## config.mk

```make
export PLATFORM = sky130hd
export DESIGN_NAME = updown_mod_counter
export DESIGN_NICKNAME = d
export VERILOG_FILES = /design/src/rtl/counter_pkg.sv /design/src/rtl/tick_prescaler.sv /design/src/rtl/updown_mod_counter.sv
export SDC_FILE = /design/constraint.sdc
export NUM_CORES = 1
export LEC_CHECK = 0
export CAP_MARGIN = 20
export CORE_UTILIZATION = 44
export CTS_CLUSTER_SIZE = 40
export DETAILED_ROUTE_END_ITERATION = 6
export PLACE_DENSITY_LB_ADDON = 0.3
export SETUP_SLACK_MARGIN = 0.02
export SYNTH_ARGS = -nofsm -noshare
export SYNTH_HDL_FRONTEND = slang
export SYNTH_SLANG_ARGS = --single-unit
```

## constraint.sdc

```tcl
create_clock -name clk -period 2.05 [get_ports clk]
set_input_delay 0.41 -clock clk [delete_from_list [all_inputs] [get_ports clk]]
set_output_delay 0.41 -clock clk [all_outputs]
set_load 0.02 [all_outputs]
```

## src/rtl/counter_pkg.sv

```systemverilog
// Shared constants and helpers for the up/down modulo counter.
// Direction and limit-mode encodings match the up_dn and sat_mode inputs.
package counter_pkg;

   localparam logic CNT_UP    = 1'b1;
   localparam logic CNT_DN    = 1'b0;
   localparam logic MODE_WRAP = 1'b0;
   localparam logic MODE_SAT  = 1'b1;

   // Unsigned min(): used to clamp load values to the counter's upper limit.
   function automatic int unsigned clamp_to(input int unsigned val, input int unsigned lim);
      if (val > lim) begin
         return lim;
      end else begin
         return val;
      end
   endfunction

endpackage

```

## src/rtl/tick_prescaler.sv

```systemverilog
// Enable-qualified prescaler: emits one tick per PRESCALE enabled cycles.
// The phase is held while en is low and restarts from zero on clr.
module tick_prescaler #(
   parameter int unsigned PRESCALE = 2
) (
   input  logic clk,
   input  logic rst,
   input  logic en,
   input  logic clr,
   output logic tick
);

   localparam int unsigned PW = (PRESCALE > 1) ? $clog2(PRESCALE) : 1;
   localparam logic [PW-1:0] LAST = PW'(PRESCALE - 1);

   logic [PW-1:0] presc_r;

   // Phase counter advances only on enabled cycles and wraps after LAST.
   always_ff @(posedge clk) begin
      if (rst) begin
         presc_r <= {PW{1'b0}};
      end else if (clr) begin
         presc_r <= {PW{1'b0}};
      end else if (en) begin
         if (presc_r == LAST) begin
            presc_r <= {PW{1'b0}};
         end else begin
            presc_r <= presc_r + PW'(1);
         end
      end else begin
         presc_r <= presc_r;
      end
   end

   assign tick = en & (presc_r == LAST);

endmodule

```

## src/rtl/updown_mod_counter.sv

```systemverilog
// Up/down modulo counter with synchronous load, wrap/saturate limits,
// a terminal-count pulse and a sticky overflow flag.
module updown_mod_counter
   import counter_pkg::*;
#(
   parameter int unsigned WIDTH     = 8,
   parameter int unsigned MAX_VAL   = (2 ** WIDTH) - 1,
   parameter int unsigned RESET_VAL = 0,
   parameter int unsigned PRESCALE  = 1
) (
   input  logic             clk,
   input  logic             rst,
   input  logic             en,
   input  logic             up_dn,
   input  logic             sat_mode,
   input  logic             load,
   input  logic [WIDTH-1:0] load_val,
   input  logic             clr_ovf,
   output logic [WIDTH-1:0] count,
   output logic             tc,
   output logic             ovf,
   output logic             zero
);

   localparam logic [WIDTH-1:0] MAX_C   = WIDTH'(MAX_VAL);
   localparam logic [WIDTH-1:0] RESET_C = WIDTH'(RESET_VAL);
   localparam logic [WIDTH-1:0] ZERO_C  = {WIDTH{1'b0}};

   logic [WIDTH-1:0] count_r;
   logic             tc_r;
   logic             ovf_r;
   logic             tick_s;
   logic             step_s;
   logic             at_limit_s;
   logic             boundary_s;
   logic [WIDTH-1:0] load_clamped_s;
   logic [WIDTH-1:0] next_count_s;

   generate
      if (PRESCALE > 1) begin : g_presc
         tick_prescaler #(
            .PRESCALE(PRESCALE)
         ) u_presc (
            .clk  (clk),
            .rst  (rst),
            .en   (en),
            .clr  (load),
            .tick (tick_s)
         );
      end else begin : g_no_presc
         assign tick_s = en;
      end
   endgenerate

   assign load_clamped_s = WIDTH'(clamp_to(32'(load_val), MAX_VAL));
   assign step_s         = en & tick_s & ~load;
   assign at_limit_s     = (up_dn == CNT_UP) ? (count_r == MAX_C) : (count_r == ZERO_C);
   assign boundary_s     = step_s & at_limit_s;

   // Next-count mux: stepping past a limit either wraps or sticks there.
   always_comb begin
      next_count_s = count_r;
      if (step_s) begin
         if (up_dn == CNT_UP) begin
            if (count_r == MAX_C) begin
               next_count_s = (sat_mode == MODE_SAT) ? MAX_C : ZERO_C;
            end else begin
               next_count_s = count_r + WIDTH'(1);
            end
         end else begin
            if (count_r == ZERO_C) begin
               next_count_s = (sat_mode == MODE_SAT) ? ZERO_C : MAX_C;
            end else begin
               next_count_s = count_r - WIDTH'(1);
            end
         end
      end else begin
         next_count_s = count_r;
      end
   end

   // Count, terminal-count and overflow registers; a boundary step beats clr_ovf.
   always_ff @(posedge clk) begin
      if (rst) begin
         count_r <= RESET_C;
         tc_r    <= 1'b0;
         ovf_r   <= 1'b0;
      end else if (load) begin
         count_r <= load_clamped_s;
         tc_r    <= 1'b0;
         ovf_r   <= clr_ovf ? 1'b0 : ovf_r;
      end else begin
         count_r <= next_count_s;
         tc_r    <= boundary_s;
         if (boundary_s) begin
            ovf_r <= 1'b1;
         end else if (clr_ovf) begin
            ovf_r <= 1'b0;
         end else begin
            ovf_r <= ovf_r;
         end
      end
   end

   assign count = count_r;
   assign tc    = tc_r;
   assign ovf   = ovf_r;
   assign zero  = (count_r == ZERO_C);

endmodule

```

==> impl_metrics.toml <==
[yosys]
syn_area_mm2 = 0.00103
synthTopCellsByArea = "dfxtp_1 20%, a21oi_1 7.3%, nor3b_1 5.1%, o211ai_1 5.1%, clkbuf_1 3.7%"
synth_seq_area_share = 0.195
yosysWarnings = 0
synth_area_per_cell_um2 = 7.49
synth_top_area_frac = 0.195
ys.flop_type = "dfxtp_1"
yosysUniqueCellTypes = 45
ys_ff_latch = 10
async_reset_ff_frac = 0
syn_nets = 155
yosysTopAreaCell = "dfxtp_1"
syn_inst = 137
synth-edff-count = 0

[cts]
cts_buffers = 3
cts_hold_buf = 0
cts.clk_slew.worst_paths_ps = 90
clkSinkCount = 10
h-tree-depth = 1
clkLatencyLatePin_ps = 290
cts_buffer_depth = 2
cts_tree = "yes"
post_cts_buffers = 0
cts-root-buf = "clkbuf_4"

[pwr]
leakage_nw = 0.550
clockPowerShare = 0.251
power.internal_uw = 501
ir_drop_mv = 0.361
swShare = 0.368
seq_power_share = 0.278
cellPowerDensity_mw_per_mm2 = 534
switchingPower_uw = 292
combPwrFrac = 0.471

[timing]
report.final.setup_viol = 0
drv_slew = 0
fin_crit_ps = 1990
worst_slew_margin_rel = 0.702
finalSetupTns_ps = 0
worstMarginPinSlew_ps = 436
rsz0062_at_grt = "yes"
fmax_mhz = 502
fin_crit_sh = 0.972
finalHoldViolations = 0
fin_skew_ps = 8.98

[place]
dpl-instance-area_mm2 = 0.00144
gp_congestion = 0.948
io_buffers = 25
dp_hpwl_um = 2480

[layout]
final_cell_mix = "24 x clkdlybuf4s50_1, 23 x buf_4, 12 x a21oi_1"
ff_latch_area_um2 = 205
fin_util = 0.672
fin_nets = 193
final_common_cell = "clkdlybuf4s50_1"
nFillCells = 195
drive_gt1_frac = 0.259
diodes = 0
fin_area_mm2 = 0.00149
multi_input_area_um2 = 772
area_growth_pct = 44.9

[route]
routed_wl_um = 3350
wl_per_cell_um = 16.6
ant_nets = 0
via_per_inst = 6.22
drt_first_pass_iters = 4
first_iter_violations = 68
vias = 1257
drc = 0

[floorplanning]
coreArea_mm2 = 0.00221
start_util = 0.464
die_y_um = 50.3
dieArea_mm2 = 0.00253
pin_count = 26
die_w_um = 50.3
rows = 17

[setup_path]
cp_data_arrival_time_ps = 1580
crit_required_ps = 1640
path_max_fanout = 4
crit_path_start_kind = "flop"
worstSetupEndpointType = "primary output"
crit_type = "reg -> out"

[global_routing]
antenna_found_initial = 0
grt_start_max_net_pins = 15
first_global_vias = 1223
track_usage = 0.293
grt_overflow = 0
grt_first_pass_wirelength_um = 5580

[flow_run]
maxCapViolations = 0

[hold_path]
hold_class = "reg -> reg"

[run_status]
status = "complete, no violations"
## cell type report
type                    count  share of cell area
clock buffers               4              0.0244
inverters                   3             0.00926
multi-input cells         109               0.519
flip-flops and latches     10               0.138
well taps                  28              0.0236
repair buffers             48               0.285
## kinds of logic (layout without fill, tap and decap cells)
kind of cell               after synthesis  count (layout)  synth area share
AOI/OAI and AO/OA                       49              49             0.313
adders and majority gates                3               3            0.0366
xor gates and xnor gates                 5               5            0.0427
DFF                                     10              10             0.195
buffers and inverters                   18              55            0.0829
and+or+nand+nor                         48              48             0.289
muxes                                    4               4            0.0402
## timing repair
action                     CTS  global route
gates resized for setup      6             2
setup endpoints to repair    1             6
pin swaps                    0             3
## path summary, 6_finish.rpt
| path | start | cells after the start | slack, ps | end |
|---|---|---|---|---|
| setup reg to reg | count[0]$_SDFFE_PP0P_ | 7 | 80 | count[2]$_SDFFE_PP0P_ |
| hold / removal | ovf$_SDFF_PP0_ | 2 | 480 | ovf$_SDFF_PP0_ |
| hold reg to reg | ovf$_SDFF_PP0_ | 2 | 480 | ovf$_SDFF_PP0_ |
| setup / recovery | count[0]$_SDFFE_PP0P_ | 5 | 60 | zero |
## state kept, by name, summed over array words and instances, names as in the netlist
register	cells
tc	1
count	8
ovf	1
## power by group through the flow
stage | combinational, mW | sequential, mW | clock, mW
6_report | 0.374 | 0.220 | 0.199
5_1_grt | 0.401 | 0.222 | 0.207
4_1_cts | 0.367 | 0.220 | 0.199
3_5_place_dp | 0.361 | 0.224 | 0
3_3_place_gp | 0.352 | 0.223 | 0
2_1_floorplan | 0.205 | 0.242 | 0
## per-stage QoR
| step | setup slack [ps] | hold WS, ps | std cells | total power, mW |
|---|---|---|---|---|
| CTS | 25.9 | 487 | 202 | 0.786 |
| global placement | -107 | 464 | 198 | 0.575 |
| floorplan | 22.0 | 547 | 137 | 0.447 |
| detailed placement | -144 | 466 | 198 | 0.585 |
| global route | 11.6 | 523 | 202 | 0.829 |
| finish | 58.1 | 481 | 202 | 0.793 |
## synthesized netlist by cell type, drive strengths merged (4+ instances only)
cell,count
nor2,6
dfxtp,10
clkbuf,10
and3,4
buf,5
nor2b,4
nor3b,7
o21ai,9
nand3,7
nand2,4
o211ai,7
a21oi,15
nor3,5
## critical path: stages (launching register included)
cell	delay, ps
dfxtp_4	360
inv_4	60
ha_4	130
or4b_4	490
nor2_4	130
buf_6	130
## metal layers
| layer | vias up | wire length, um | part of all wire | GRT usage |
|---|---|---|---|---|
| met4 | 0 | 62 | 0.019 | 0.148 |
| li1 | 589 | - | - | - |
| met2 | 62 | 1670 | 0.50 | 0.487 |
| met1 | 599 | 1380 | 0.41 | 0.374 |
| met3 | 7 | 229 | 0.068 | 0.0273 |
| met5 | - | 0 | 0 | 0 |
Power figures use the tool's default switching activity.
